<file path="src/rtl/pan_pkg.sv">
// Shared encodings, position constants and helpers for the pan sequencer.
// Optional glide behaviour of MANUAL mode is selected with PAN_SMOOTH_EN.
package pan_pkg;

    typedef enum logic [1:0] {
        PAN_OFF    = 2'd0,
        PAN_MANUAL = 2'd1,
        PAN_SWEEP  = 2'd2,
        PAN_ROTATE = 2'd3
    } pan_mode_e;

    typedef enum logic [2:0] {
        ST_IDLE       = 3'd0,
        ST_CENTRE     = 3'd1,
        ST_MANUAL     = 3'd2,
        ST_SWEEP_UP   = 3'd3,
        ST_SWEEP_DOWN = 3'd4,
        ST_ROTATE     = 3'd5
    } pan_state_e;

    localparam logic [3:0] POS_MAX    = 4'd8;
    localparam logic [3:0] POS_CENTRE = 4'd4;

    function automatic logic [3:0] clamp_pos(input logic [3:0] pos);
        logic [3:0] p;
        if (pos > POS_MAX) begin
            p = POS_MAX;
        end else begin
            p = pos;
        end
        return p;
    endfunction

    // A sweep entered at the right edge must head back left.
    function automatic pan_state_e entry_state(input pan_mode_e mode, input logic [3:0] pos);
        pan_state_e st;
        case (mode)
            PAN_OFF:    st = ST_CENTRE;
            PAN_MANUAL: st = ST_MANUAL;
            PAN_SWEEP:  st = (pos == POS_MAX) ? ST_SWEEP_DOWN : ST_SWEEP_UP;
            PAN_ROTATE: st = ST_ROTATE;
            default:    st = ST_CENTRE;
        endcase
        return st;
    endfunction

endpackage

</file>
<file path="src/rtl/pan_dwell_counter.sv">
// Counts sample ticks and pulses tc on the tick that completes a dwell period.
// A dwell of zero behaves as a dwell of one.
module pan_dwell_counter
    import pan_pkg::*;
#(
    parameter int CNT_W = 16
) (
    input  logic             clk,
    input  logic             reset,
    input  logic             clear,
    input  logic             tick,
    input  logic [CNT_W-1:0] dwell,
    output logic             tc
);

    logic [CNT_W-1:0] count_r;
    logic [CNT_W-1:0] last_s;

    // Final count value of the period, with zero dwell folded onto one.
    always_comb begin
        if (dwell == {CNT_W{1'b0}}) begin
            last_s = {CNT_W{1'b0}};
        end else begin
            last_s = dwell - {{(CNT_W-1){1'b0}}, 1'b1};
        end
    end

    assign tc = tick && (count_r == last_s);

    // Tick counter, restarted on clear or on completing a period.
    always_ff @(posedge clk or negedge reset) begin
        if (!reset) begin
            count_r <= {CNT_W{1'b0}};
        end else if (clear || tc) begin
            count_r <= {CNT_W{1'b0}};
        end else if (tick) begin
            count_r <= count_r + {{(CNT_W-1){1'b0}}, 1'b1};
        end else begin
            count_r <= count_r;
        end
    end

endmodule

</file>
<file path="src/rtl/pan_sequencer.sv">
// Steps a stereo pan position in centre/manual/sweep/rotate modes and drives
// complementary gains. Define PAN_SMOOTH_EN to make MANUAL glide to its target.
module pan_sequencer
    import pan_pkg::*;
#(
    parameter int               CNT_W         = 16,
    parameter logic [CNT_W-1:0] DEFAULT_DWELL = CNT_W'(48000),
    parameter logic [1:0]       DEFAULT_MODE  = 2'd2
) (
    input  logic             clk,
    input  logic             reset,
    input  logic             sample_tick,
    input  logic             enable,
    input  logic             cfg_valid,
    output logic             cfg_ready,
    input  logic [1:0]       cfg_mode,
    input  logic [3:0]       cfg_pos,
    input  logic [CNT_W-1:0] cfg_dwell,
    output logic [3:0]       pan_pos,
    output logic [3:0]       gain_l,
    output logic [3:0]       gain_r,
    output logic             step_strobe
);

    pan_state_e       state_r, state_s;
    pan_mode_e        mode_r, mode_s, pend_mode_r, pend_mode_s;
    logic [3:0]       pos_r, pos_s, target_r, target_s, pend_target_r, pend_target_s;
    logic [CNT_W-1:0] dwell_r, dwell_s, pend_dwell_r, pend_dwell_s;
    logic             pend_r, pend_s;
    logic [3:0]       gain_l_r, gain_r_r;
    logic             strobe_r, ready_r;
    logic             accept_s, boundary_s, cnt_tick_s, cnt_clear_s;

    function automatic logic [3:0] entry_pos(input pan_mode_e mode, input logic [3:0] pos,
                                             input logic [3:0] target);
        logic [3:0] p;
        case (mode)
            PAN_OFF:    p = POS_CENTRE;
`ifdef PAN_SMOOTH_EN
            PAN_MANUAL: p = pos;
`else
            PAN_MANUAL: p = target;
`endif
            default:    p = pos;
        endcase
        return p;
    endfunction

    assign accept_s    = cfg_valid && ready_r;
    assign cnt_tick_s  = sample_tick && enable && (state_r != ST_IDLE);
    assign cnt_clear_s = !enable || (state_r == ST_IDLE);

    pan_dwell_counter #(.CNT_W(CNT_W)) u_dwell (
        .clk   (clk),
        .reset (reset),
        .clear (cnt_clear_s),
        .tick  (cnt_tick_s),
        .dwell (dwell_r),
        .tc    (boundary_s)
    );

    // Next state, position and config bookkeeping.
    always_comb begin
        state_s       = state_r;
        pos_s         = pos_r;
        mode_s        = mode_r;
        dwell_s       = dwell_r;
        target_s      = target_r;
        pend_s        = pend_r;
        pend_mode_s   = pend_mode_r;
        pend_target_s = pend_target_r;
        pend_dwell_s  = pend_dwell_r;
        if (!enable) begin
            state_s = ST_IDLE;
            pos_s   = POS_CENTRE;
            pend_s  = 1'b0;
            if (pend_r) begin
                mode_s   = pend_mode_r;
                dwell_s  = pend_dwell_r;
                target_s = pend_target_r;
            end else if (accept_s) begin
                mode_s   = pan_mode_e'(cfg_mode);
                dwell_s  = cfg_dwell;
                target_s = clamp_pos(cfg_pos);
            end else begin
                mode_s = mode_r;
            end
        end else begin
            if (state_r == ST_IDLE) begin
                state_s = entry_state(mode_r, pos_r);
                pos_s   = entry_pos(mode_r, pos_r, target_r);
            end else if (boundary_s && pend_r) begin
                // A pending config replaces the step at this boundary.
                mode_s   = pend_mode_r;
                dwell_s  = pend_dwell_r;
                target_s = pend_target_r;
                pend_s   = 1'b0;
                state_s  = entry_state(pend_mode_r, pos_r);
                pos_s    = entry_pos(pend_mode_r, pos_r, pend_target_r);
            end else if (boundary_s) begin
                case (state_r)
                    ST_SWEEP_UP: begin
                        pos_s   = pos_r + 4'd1;
                        state_s = (pos_r + 4'd1 >= POS_MAX) ? ST_SWEEP_DOWN : ST_SWEEP_UP;
                    end
                    ST_SWEEP_DOWN: begin
                        pos_s   = pos_r - 4'd1;
                        state_s = (pos_r <= 4'd1) ? ST_SWEEP_UP : ST_SWEEP_DOWN;
                    end
                    ST_ROTATE: begin
                        pos_s = (pos_r == POS_MAX) ? 4'd0 : pos_r + 4'd1;
                    end
`ifdef PAN_SMOOTH_EN
                    ST_MANUAL: begin
                        if (pos_r < target_r) begin
                            pos_s = pos_r + 4'd1;
                        end else if (pos_r > target_r) begin
                            pos_s = pos_r - 4'd1;
                        end else begin
                            pos_s = pos_r;
                        end
                    end
`endif
                    default: begin
                        pos_s = pos_r;
                    end
                endcase
            end else begin
                pos_s = pos_r;
            end
            if (accept_s) begin
                pend_s        = 1'b1;
                pend_mode_s   = pan_mode_e'(cfg_mode);
                pend_target_s = clamp_pos(cfg_pos);
                pend_dwell_s  = cfg_dwell;
            end else begin
                pend_mode_s = pend_mode_r;
            end
        end
    end

    // State, config and registered output update.
    always_ff @(posedge clk or negedge reset) begin
        if (!reset) begin
            state_r       <= ST_IDLE;
            pos_r         <= POS_CENTRE;
            mode_r        <= pan_mode_e'(DEFAULT_MODE);
            dwell_r       <= DEFAULT_DWELL;
            target_r      <= POS_CENTRE;
            pend_r        <= 1'b0;
            pend_mode_r   <= PAN_OFF;
            pend_target_r <= POS_CENTRE;
            pend_dwell_r  <= {CNT_W{1'b0}};
            gain_l_r      <= POS_CENTRE;
            gain_r_r      <= POS_CENTRE;
            strobe_r      <= 1'b0;
            ready_r       <= 1'b1;
        end else begin
            state_r       <= state_s;
            pos_r         <= pos_s;
            mode_r        <= mode_s;
            dwell_r       <= dwell_s;
            target_r      <= target_s;
            pend_r        <= pend_s;
            pend_mode_r   <= pend_mode_s;
            pend_target_r <= pend_target_s;
            pend_dwell_r  <= pend_dwell_s;
            gain_l_r      <= POS_MAX - pos_s;
            gain_r_r      <= pos_s;
            strobe_r      <= (pos_s != pos_r);
            ready_r       <= !pend_s;
        end
    end

    assign pan_pos     = pos_r;
    assign gain_l      = gain_l_r;
    assign gain_r      = gain_r_r;
    assign step_strobe = strobe_r;
    assign cfg_ready   = ready_r;

endmodule

</file>
<file path="config.mk">
export PLATFORM = sky130hd
export DESIGN_NAME = pan_sequencer
export DESIGN_NICKNAME = d
export VERILOG_FILES = /design/src/rtl/pan_pkg.sv /design/src/rtl/pan_dwell_counter.sv /design/src/rtl/pan_sequencer.sv
export SDC_FILE = /design/constraint.sdc
export NUM_CORES = 1
export LEC_CHECK = 0
export CAP_MARGIN = 20
export CORE_ASPECT_RATIO = 1.5
export CORE_MARGIN = 10
export CORE_UTILIZATION = 40
export DETAILED_ROUTE_END_ITERATION = 6
export GPL_ROUTABILITY_DRIVEN = 0
export PLACE_DENSITY_LB_ADDON = 0.15
export REMOVE_ABC_BUFFERS = 1
export SYNTH_ARGS = -nofsm -noshare
export SYNTH_HDL_FRONTEND = slang
export SYNTH_SLANG_ARGS = --single-unit
</file>
<file path="constraint.sdc">
create_clock -name clk -period 4 [get_ports clk]
set_input_delay 1 -clock clk [delete_from_list [all_inputs] [get_ports clk]]
set_output_delay 1 -clock clk [all_outputs]
set_load 0.01 [all_outputs]
</file>
==> metrics, run 1 <==
crit path buf inv count=1; first-pass GRT wire length=20.1 mm; sequential area share after synthesis=38.8%; DRC Markers=0; Critical Path Source=dwell_r[0]; CP required=4190 ps; CP cell instances=buf_4 > or4_4 > or4_1 > xor2_1 > o21ai_0 > nand2_1 > or4_4 > or3_1 > a32o_2 > xnor2_1 > o2111ai_1; H-tree Lvls=3; CP top delay family=simple AND/OR/NAND/NOR gates; Iter 0 DRT Violations=241; FMAX=265 MHz; Total Wirelength=11.6 mm; I/O pins=41; clock root buffer=clkbuf_16; largest net degree at the start of global routing=74; die area=16700 sq um; Tightest Hold Check Type=register to register; Longest Clk Path Bufs=2; detailed-route via count=3984; Final Hold Viols=0; Fin Setup TNS=0 ps; Post-Place Cell Area=5370 sq um; Setup crit end kind=register; count of final setup violators=0; ANT nets after route=0; P_int=2010 uW; detailed placement HPWL=8.74 mm; Reg-to-Reg Start=dwell_r[0]; Synth area leaders=dfrtp_1 (32%), dfstp_2 (7.2%), mux2i_1 (5.5%), nand2_1 (5.3%), mux2_2 (5.0%); cell mode on critical path=or4_4; share of the synthesized area in the top cell type=31.6%; ratio of cells with drive above 1 in the final layout=15.1%; Crit Path Class=register to register; CP max-delay cell=or4_4; worst-path maximum fanout=5; # diodes=0; synth warn=0; core area=11600 sq um; Post-Route Skew=5.70 ps; hold path start=target_r[2]; total track usage=14.7%; row cnt=48; nets=605; GR Overflow Total=0; mapped cell area=4750 sq um; initial antenna violation count=0; top_reg_cell synth=dfrtp_1; Clk pwr share=29.3%; latest clock arrival within the worst-skew pair=330 ps; CP Launch Type=register; most frequent cells in the layout=nand2_1 (67), dfrtp_1 (60), nor2_1 (50); ys async rst share=100%; CTS tree=built; Synth area leader=dfrtp_1; commonest non-fill, non-tap cell in the layout=nand2_1; pre-CTS WS=151 ps; cts bufs inserted=9; # port buffers=40; cts hold-fix bufs=0; fin. max-slew vios=0; Peak VDD IR=0.281 mV; Final min period=3780 ps; number of global-route vias before repair=4099; DR vias/cell=5.48; Post-synth EDFFs=0; synthesized netlist cell count=533; fin crit share=94.5%; switching part of the total=34.4%; Pwr Density=534 nW/um^2; Synth cell types=65; Reg power frac=36.3%; Synth Register Bits=73; P_sw=1050 uW; WHS=477 ps; clk slew on worst S/H paths=60 ps; status=complete, no violations; die height=153 um; final instance area=5730 sq um; Least-Margin Pin Slew=910 ps; slowest stage delay, CP=550 ps; Avg Cell Area, Syn=8.92 sq um; Crit path arrival time=3970 ps; Comb pwr share=34.4%; Initial Util=41.0%; # clock sinks=73; routed len/inst=16.0 um; Pleak=0.00230 uW; Syn-to-layout area delta=20.5%; Max-slew headroom=39.3%; Max Cap Violations=0; RSZ-0062 raised after global routing=false; first-pass iteration count of the detailed router=4; final core utilization=49.4%; die width=109 um; Setup WS post-layout=221 ps
layout make-up:
class                   count  area [sq um]
flip-flops and latches     73          1840
well taps                 150           188
inverters                  16          60.1
clock buffers              14           274
clock inverters             2          60.1
repair buffers             60           573
fillers                  1088          5870
multi-input cells         412          2730
metal layers:
| layer | GRT usage [%] | vias up | wire length [um] |
|---|---|---|---|
| li1 | - | 1990 | - |
| met5 | 0 | - | 0 |
| met4 | 6.62 | 0 | 280 |
| met1 | 18.0 | 1886 | 5170 |
| met3 | 2.51 | 24 | 377 |
| met2 | 24.1 | 84 | 5790 |
registers in the layout, indices dropped and copies added, names as in the netlist, 2 cells and up:
signal / flops
dwell_r: 16
gain_l: 3
gain_r: 4
mode_r: 2
pend_dwell_r: 16
pend_mode_r: 2
pend_target_r: 4
state_r: 3
target_r: 4
u_dwell.count_r: 16
through the flow:
step | power [uW] | instances
finish | 3060 | 727
global route | 3270 | 727
CTS | 3070 | 727
detailed placement | 2160 | 711
global placement | 2140 | 711
floorplan | 1760 | 501
worst paths after layout:
kind	endpoint	slack [ps]	cells past startpoint
hold reg to reg	target_r[2]	480	2
setup reg to reg	step_strobe	220	11
hold / removal	target_r[2]	480	2
setup / recovery	step_strobe	220	11
max in group asynchronous	pend_dwell_r[5]	2620	1
min in group asynchronous	pend_dwell_r[12]	790	1
worst min-delay path: stages (launching register included):
cell	delay, ps
dfstp_2	360
nand2_1	40
o21ai_0	70
kinds of logic after synthesis:
family | after synthesis | synth area share, %
buffers and inverters | 48 | 4.45
multiplexers | 49 | 10.9
AO/OA/AOI/OAI | 107 | 15.1
XOR/XNOR | 31 | 5.71
adder cells (fa/ha/maj) | 6 | 1.58
AND/OR/NAND/NOR | 219 | 23.4
flip-flops | 73 | 38.8
timing repair:
item | in CTS | in global routing
setup endpoints to repair | 0 | 7
setup buffers | 0 | 0
resized for setup | 0 | 6
cell usage after synthesis, types with 11 or more instances:
master / count
nand2b_1: 11
mux2_2: 21
inv_1: 16
dfstp_2: 13
dfrtp_1: 60
nor3_1: 18
clkbuf_1: 22
xor2_1: 15
xnor2_1: 16
nand2_1: 67
mux2i_1: 26
nor4_1: 13
o21ai_0: 35
nor2_1: 52
a21oi_1: 14
power by group through the flow:
stage	sequential (uW)	clock (uW)	combinational, uW
final	1110	896	1050
after global routing	1140	946	1180
after CTS	1110	915	1050
after detailed placement	1120	0	1040
after global placement	1110	0	1030
after floorplan	1070	0	690
No activity file was read; power rests on OpenSTA's default activity.
==> inputs of run 2 (changes only) <==
ABC_AREA = 1   (was not set)
==> run 2 against run 1 <==
Net effect: design area down 1.5%; largest cell class unchanged; area after synthesis up 0.55%; worst setup slack better by 520 ps; clock skew up 3.5 ps; highest routed layer unchanged; power down 8.3%; critical path type unchanged; utilization down 0.76 points.
==> metrics, run 2 <==
DR vias/cell=5.14 (was 5.48); # port buffers=40 (unchanged); number of global-route vias before repair=4614 (was 4099); first-pass iteration count of the detailed router=5 (was 4); initial antenna violation count=0 (unchanged); status=complete, no violations (unchanged); DRC Markers=0 (unchanged); CP required=4270 ps (was 4190 ps); core area=11600 sq um (unchanged); cts hold-fix bufs=0 (unchanged); first-pass GRT wire length=21.6 mm (was 20.1 mm); H-tree Lvls=3 (unchanged); # diodes=0 (unchanged); ratio of cells with drive above 1 in the final layout=6.84% (was 15.1%); FMAX=307 MHz (was 265 MHz); count leader, synth=nand2_1 (unchanged); Post-Route Skew=9.16 ps (was 5.70 ps); detailed placement HPWL=10.0 mm (was 8.74 mm); Pwr Density=498 nW/um^2 (was 534 nW/um^2); most frequent cells in the layout=nand2_1 (202), inv_1 (110), nor2_1 (69) (was nand2_1 (67), dfrtp_1 (60), nor2_1 (50)); sequential area share after synthesis=38.6% (was 38.8%); mapped cell area=4780 sq um (was 4750 sq um); I/O pins=41 (unchanged); Setup WS post-layout=738 ps (was 221 ps); CP Launch Type=register (unchanged); Synth Register Bits=73 (unchanged); hold path start=pend_dwell_r[12] (was target_r[2]); Iter 0 DRT Violations=248 (was 241); worst-path maximum fanout=33 (was 5); die height=154 um (was 153 um); Synth cell types=35 (was 65); Synth area leaders=dfrtp_1 (31%), nand2_1 (16%), inv_1 (8.6%), dfstp_2 (7.1%), nor2_1 (5.5%) (was dfrtp_1 (32%), dfstp_2 (7.2%), mux2i_1 (5.5%), nand2_1 (5.3%), mux2_2 (5.0%)); Final Power=2810 uW (was 3060 uW); fin crit share=81.5% (was 94.5%); share of the synthesized area in the top cell type=31.4% (was 31.6%); die area=16800 sq um (was 16700 sq um); clk slew on worst S/H paths=60 ps (about the same); synthesized netlist cell count=706 (was 533); post-CTS setup buffer count=0 (unchanged); Total Wirelength=13.2 mm (was 11.6 mm); Peak VDD IR=0.268 mV (was 0.281 mV); Fin Setup TNS=0 ps (unchanged); cts bufs inserted=9 (unchanged); Syn-to-layout area delta=18.0% (was 20.5%); commonest non-fill, non-tap cell in the layout=nand2_1 (unchanged); detailed-route via count=4605 (was 3984); synth warn=0 (unchanged); top flop regs=dwell_r x16, pend_dwell_r x16, u_dwell.count_r x16 (unchanged); Synth area leader=dfrtp_1 (unchanged); die width=109 um (about the same); Setup crit end kind=register (unchanged); met1 Use GR=15.9% (was 18.0%); # fillers=1181 (was 1088); Least-Margin Pin Slew=929 ps (was 910 ps); Pleak=0.00265 uW (was 0.00230 uW); met2 usage=29.9% (was 24.1%); fin. max-slew vios=0 (unchanged); ys async rst share=100% (unchanged); Post-synth EDFFs=0 (unchanged); Critical Path Source=dwell_r[0] (unchanged); Avg Cell Area, Syn=6.77 sq um (was 8.92 sq um); Max Cap Violations=0 (unchanged); total track usage=16.1% (was 14.7%); count of final setup violators=0 (unchanged); row cnt=48 (unchanged); # clock sinks=73 (unchanged); routed len/inst=14.7 um (was 16.0 um); Final min period=3260 ps (was 3780 ps); nets=774 (was 605); latest clock arrival within the worst-skew pair=340 ps (was 330 ps); Final Hold Viols=0 (unchanged); Crit path arrival time=3530 ps (was 3970 ps); Max-slew headroom=38.1% (was 39.3%); Initial Util=41.2% (was 41.0%); busiest layer in global routing=met2 (unchanged); pre-CTS WS=689 ps (was 151 ps); Tightest Hold Check Type=register to register (unchanged); clock root buffer=clkbuf_16 (unchanged); CTS tree=built (unchanged); top_reg_cell synth=dfrtp_1 (unchanged); Crit Path Class=register to register (unchanged); GR Overflow Total=0 (unchanged); most frequent cells after synthesis=nand2_1 (202), inv_1 (110), nor2_1 (70), dfrtp_1 (60), o21ai_0 (51) (was nand2_1 (67), dfrtp_1 (60), nor2_1 (52), o21ai_0 (35), mux2i_1 (26)); RSZ-0062 raised after global routing=false (unchanged); GRT met3 Usage=3.26% (was 2.51%); largest net degree at the start of global routing=74 (unchanged); Reg-to-Reg Start=dwell_r[0] (unchanged); Longest Clk Path Bufs=2 (unchanged); Resize count post-CTS=0 (unchanged); ANT nets after route=0 (unchanged)
==> run 2: changes by cell type after synthesis, sizes merged, moves of 26 or more <==
cell,before,now
inv,16,111
nand3,8,49
nand2,67,204
nor2,52,78
o21ai,37,70
mux2i,26,0
==> run 2: layout make-up <==
class	instances	area (sq um)	area share (%)
flip-flops and latches	73	1840	32.7
clock buffers	10	229	4.06
well taps	150	188	3.33
repair buffers	46	455	8.08
inverters	112	420	7.46
multi-input cells	499	2390	42.3
clock inverters	6	116	2.06
==> run 2: worst max-delay path, cell delays in order, from the launching register on <==
cell	delay [ps]
dfrtp_1	360
inv_1	150
ha_1	250
nand2_2	110
nor2_1	140
nand2_2	340
nand4_1	240
nand2_1	90
nor2_1	110
nand2_1	90
nor2_4	170
nand4_2	160
inv_2	130
nor2_2	60
a21oi_4	300
buf_12	240
o211ai_1	140
o21ai_1	100
==> run 2: worst paths after layout <==
| kind | end | slack, ps | depth (start not counted) |
|---|---|---|---|
| max | dwell_r[0] | 740 | 17 |
| min | pend_dwell_r[12] | 470 | 2 |
| max reg2reg | dwell_r[0] | 740 | 17 |
| min reg2reg | pend_dwell_r[12] | 470 | 2 |
| max in group asynchronous | pend_mode_r[1] | 2610 | 1 |
| min in group asynchronous | pend_dwell_r[14] | 800 | 1 |
==> run 2: metrics by stage <==
| step | utilization [%] | hold slack (ps) | instance area (sq um) | std cells |
|---|---|---|---|---|
| 2_1_floorplan | - | 436 | 4650 | 684 |
| 3_3_place_gp | 45.7 | 452 | 5290 | 880 |
| 3_5_place_dp | 45.7 | 461 | 5290 | 880 |
| 4_1_cts | 48.6 | 476 | 5640 | 896 |
| 5_1_grt | 48.6 | 509 | 5640 | 896 |
| 6_report | 48.6 | 471 | 5640 | 896 |
==> run 2: routing by layer <==
| metal | wire length (um) | vias up | part of all wire (%) |
|---|---|---|---|
| li1 | - | 2341 | - |
| met1 | 4950 | 2115 | 38 |
| met2 | 7160 | 108 | 54 |
| met3 | 491 | 41 | 3.7 |
| met4 | 585 | 0 | 4.4 |
| met5 | 0 | - | 0 |
==> run 2: logic make-up after synthesis <==
kind of cell	share of synthesized area, %
xor gates and xnor gates	0.916
DFF	38.6
and+or+nand+nor	32.9
adders and majority gates	1.57
buffers and inverters	11.5
AOI/OAI and AO/OA	14.5
==> run 2: power by group <==
| group | total (uW) | internal [uW] | leakage, uW | switching (uW) |
|---|---|---|---|---|
| Sequential | 984 | 878 | 0.000915 | 106 |
| Combinational | 878 | 315 | 0.00157 | 563 |
| Clock | 945 | 614 | 0.000167 | 331 |
==> inputs of run 3 (changes only) <==
clock period = 3.2 ns   (was 4 ns; I/O delays follow)
==> run 3 against run 2 <==
Net effect: fmax grew 14%; cell count rose by 0.67%; design area is 0.91% higher; global-route usage up 0.74 points.
==> metrics, run 3 (synthesis gave the netlist of run 2 again) <==
FMAX=350 MHz (was 307 MHz); Final Power=3460 uW (was 2810 uW); commonest non-fill, non-tap cell in the layout=nand2_1 (unchanged); first-pass iteration count of the detailed router=5 (unchanged); Final min period=2860 ps (was 3260 ps); clock root buffer=clkbuf_16 (unchanged); Pwr Density=608 nW/um^2 (was 498 nW/um^2); detailed-route via count=4671 (was 4605); # clock sinks=73 (unchanged); P_sw=1260 uW (was 1000 uW); Final Hold Viols=0 (unchanged); cts bufs inserted=9 (unchanged); top flop regs=dwell_r x16, pend_dwell_r x16, u_dwell.count_r x16 (unchanged); Comb pwr share=32.6% (was 31.3%); die height=154 um (unchanged); largest net degree at the start of global routing=74 (unchanged); ANT nets after route=0 (unchanged); RSZ-0062 raised after global routing=false (unchanged); Setup crit end kind=register (unchanged); Reg power frac=35.6% (was 35.0%); Fin Setup TNS=0 ps (unchanged); status=complete, no violations (unchanged); die area=16800 sq um (unchanged); CP required=3470 ps (was 4270 ps); Max-slew headroom=37.5% (was 38.1%); Clk pwr share=31.8% (was 33.7%); die width=109 um (unchanged); Least-Margin Pin Slew=937 ps (was 929 ps); # diodes=0 (unchanged); first-pass GRT wire length=22.4 mm (was 21.6 mm); initial antenna violation count=0 (unchanged); Tightest Hold Check Type=register to register (unchanged); switching part of the total=36.3% (was 35.6%); routed len/inst=14.9 um (was 14.7 um); DR vias/cell=5.18 (was 5.14); core area=11600 sq um (unchanged); CP Launch Type=register (unchanged); fin. max-slew vios=0 (unchanged); fin crit share=89.3% (was 81.5%); Longest Clk Path Bufs=2 (unchanged); Peak VDD IR=0.324 mV (was 0.268 mV); Post-Route Skew=7.65 ps (was 9.16 ps); count of final setup violators=0 (unchanged); clk slew on worst S/H paths=60 ps (about the same); latest clock arrival within the worst-skew pair=340 ps (about the same); ratio of cells with drive above 1 in the final layout=8.11% (was 6.84%); total track usage=16.8% (was 16.1%); H-tree Lvls=3 (unchanged); row cnt=48 (unchanged); detailed placement HPWL=10.1 mm (was 10.0 mm); # fillers=1163 (was 1181); nets=780 (was 774); worst-path maximum fanout=44 (was 33); P_int=2200 uW (was 1810 uW); GR Overflow Total=0 (unchanged); CTS tree=built (unchanged); Crit path arrival time=3130 ps (was 3530 ps); DRC Markers=0 (unchanged); Pleak=0.00267 uW (was 0.00265 uW); Syn-to-layout area delta=19.1% (was 18.0%); Iter 0 DRT Violations=284 (was 248); # port buffers=40 (unchanged); Initial Util=41.2% (unchanged); number of global-route vias before repair=4722 (was 4614); Total Wirelength=13.4 mm (was 13.2 mm); Max Cap Violations=0 (unchanged); most frequent cells in the layout=nand2_1 (202), inv_1 (109), nor2_1 (68) (was nand2_1 (202), inv_1 (110), nor2_1 (69)); I/O pins=41 (unchanged); Crit Path Class=register to register (unchanged)
run 3: final timing paths:
kind,cells past startpoint,startpoint,slack (ps),to
setup / recovery,18,dwell_r[0],340,dwell_r[3]
hold / removal,2,pend_dwell_r[12],480,pend_dwell_r[12]
setup reg to reg,18,dwell_r[0],340,dwell_r[3]
hold reg to reg,2,pend_dwell_r[12],480,pend_dwell_r[12]
max in group asynchronous,1,reset,1990,u_dwell.count_r[0]
min in group asynchronous,1,reset,570,pend_dwell_r[14]
run 3: critical path, cell delays in order, from the launching register on:
cell and delay, ps:
dfrtp_1 370, inv_2 110, ha_2 220, nand2_2 110
nor2_1 140, nand2_2 80, buf_12 160, nand3_1 70
nand2_1 70, nor2_1 150, nand3_2 100, nor2_4 180
nand4_2 200, inv_2 130, nor2_2 60, a21oi_4 140
buf_12 230, o211ai_1 150, o21ai_1 110
run 3: what timing repair did:
item / in CTS / in global routing
resized for setup: 0 / 6
buffers inserted: 0 / 0
endpoints found under the setup margin: 0 / 27
hold buffers: 0 / 0
run 3: metal layers:
metal / GRT usage (%) / up-vias / routed length, um
li1: - / 2360 / -
met1: 17.1 / 2191 / 5010
met2: 32.0 / 92 / 7530
met3: 2.22 / 28 / 457
met4: 8.15 / 0 / 425
met5: 0 / - / 0
run 3: power by group through the flow:
| stage | clock, uW | sequential [uW] | combinational (uW) |
|---|---|---|---|
| 2_1_floorplan | 0 | 1220 | 740 |
| 3_3_place_gp | 0 | 1240 | 1100 |
| 3_5_place_dp | 0 | 1240 | 1120 |
| 4_1_cts | 1130 | 1230 | 1120 |
| 5_1_grt | 1160 | 1250 | 1300 |
| 6_report | 1100 | 1230 | 1130 |
run 3: per-stage QoR:
step / utilization [%] / cell area [sq um] / worst slack, ps / hold slack (ps) / std cells
after floorplan: - / 4650 / 201 / 436 / 684
after global placement: 46.2 / 5350 / 224 / 454 / 886
after detailed placement: 46.2 / 5350 / 156 / 462 / 886
after CTS: 48.9 / 5670 / 190 / 476 / 902
after global routing: 49.1 / 5690 / 19.5 / 497 / 902
final: 49.1 / 5690 / 344 / 476 / 902
run 3: layout make-up:
cell class	instances	area [sq um]	share of cell area (%)
Multi-Input combinational cell	499	2410	42.3
Sequential cell	73	1840	32.4
Timing Repair Buffer	52	513	9.02
Inverter	112	420	7.39
Clock buffer	10	229	4.02
Tap cell	150	188	3.30
Clock inverter	6	90.1	1.58
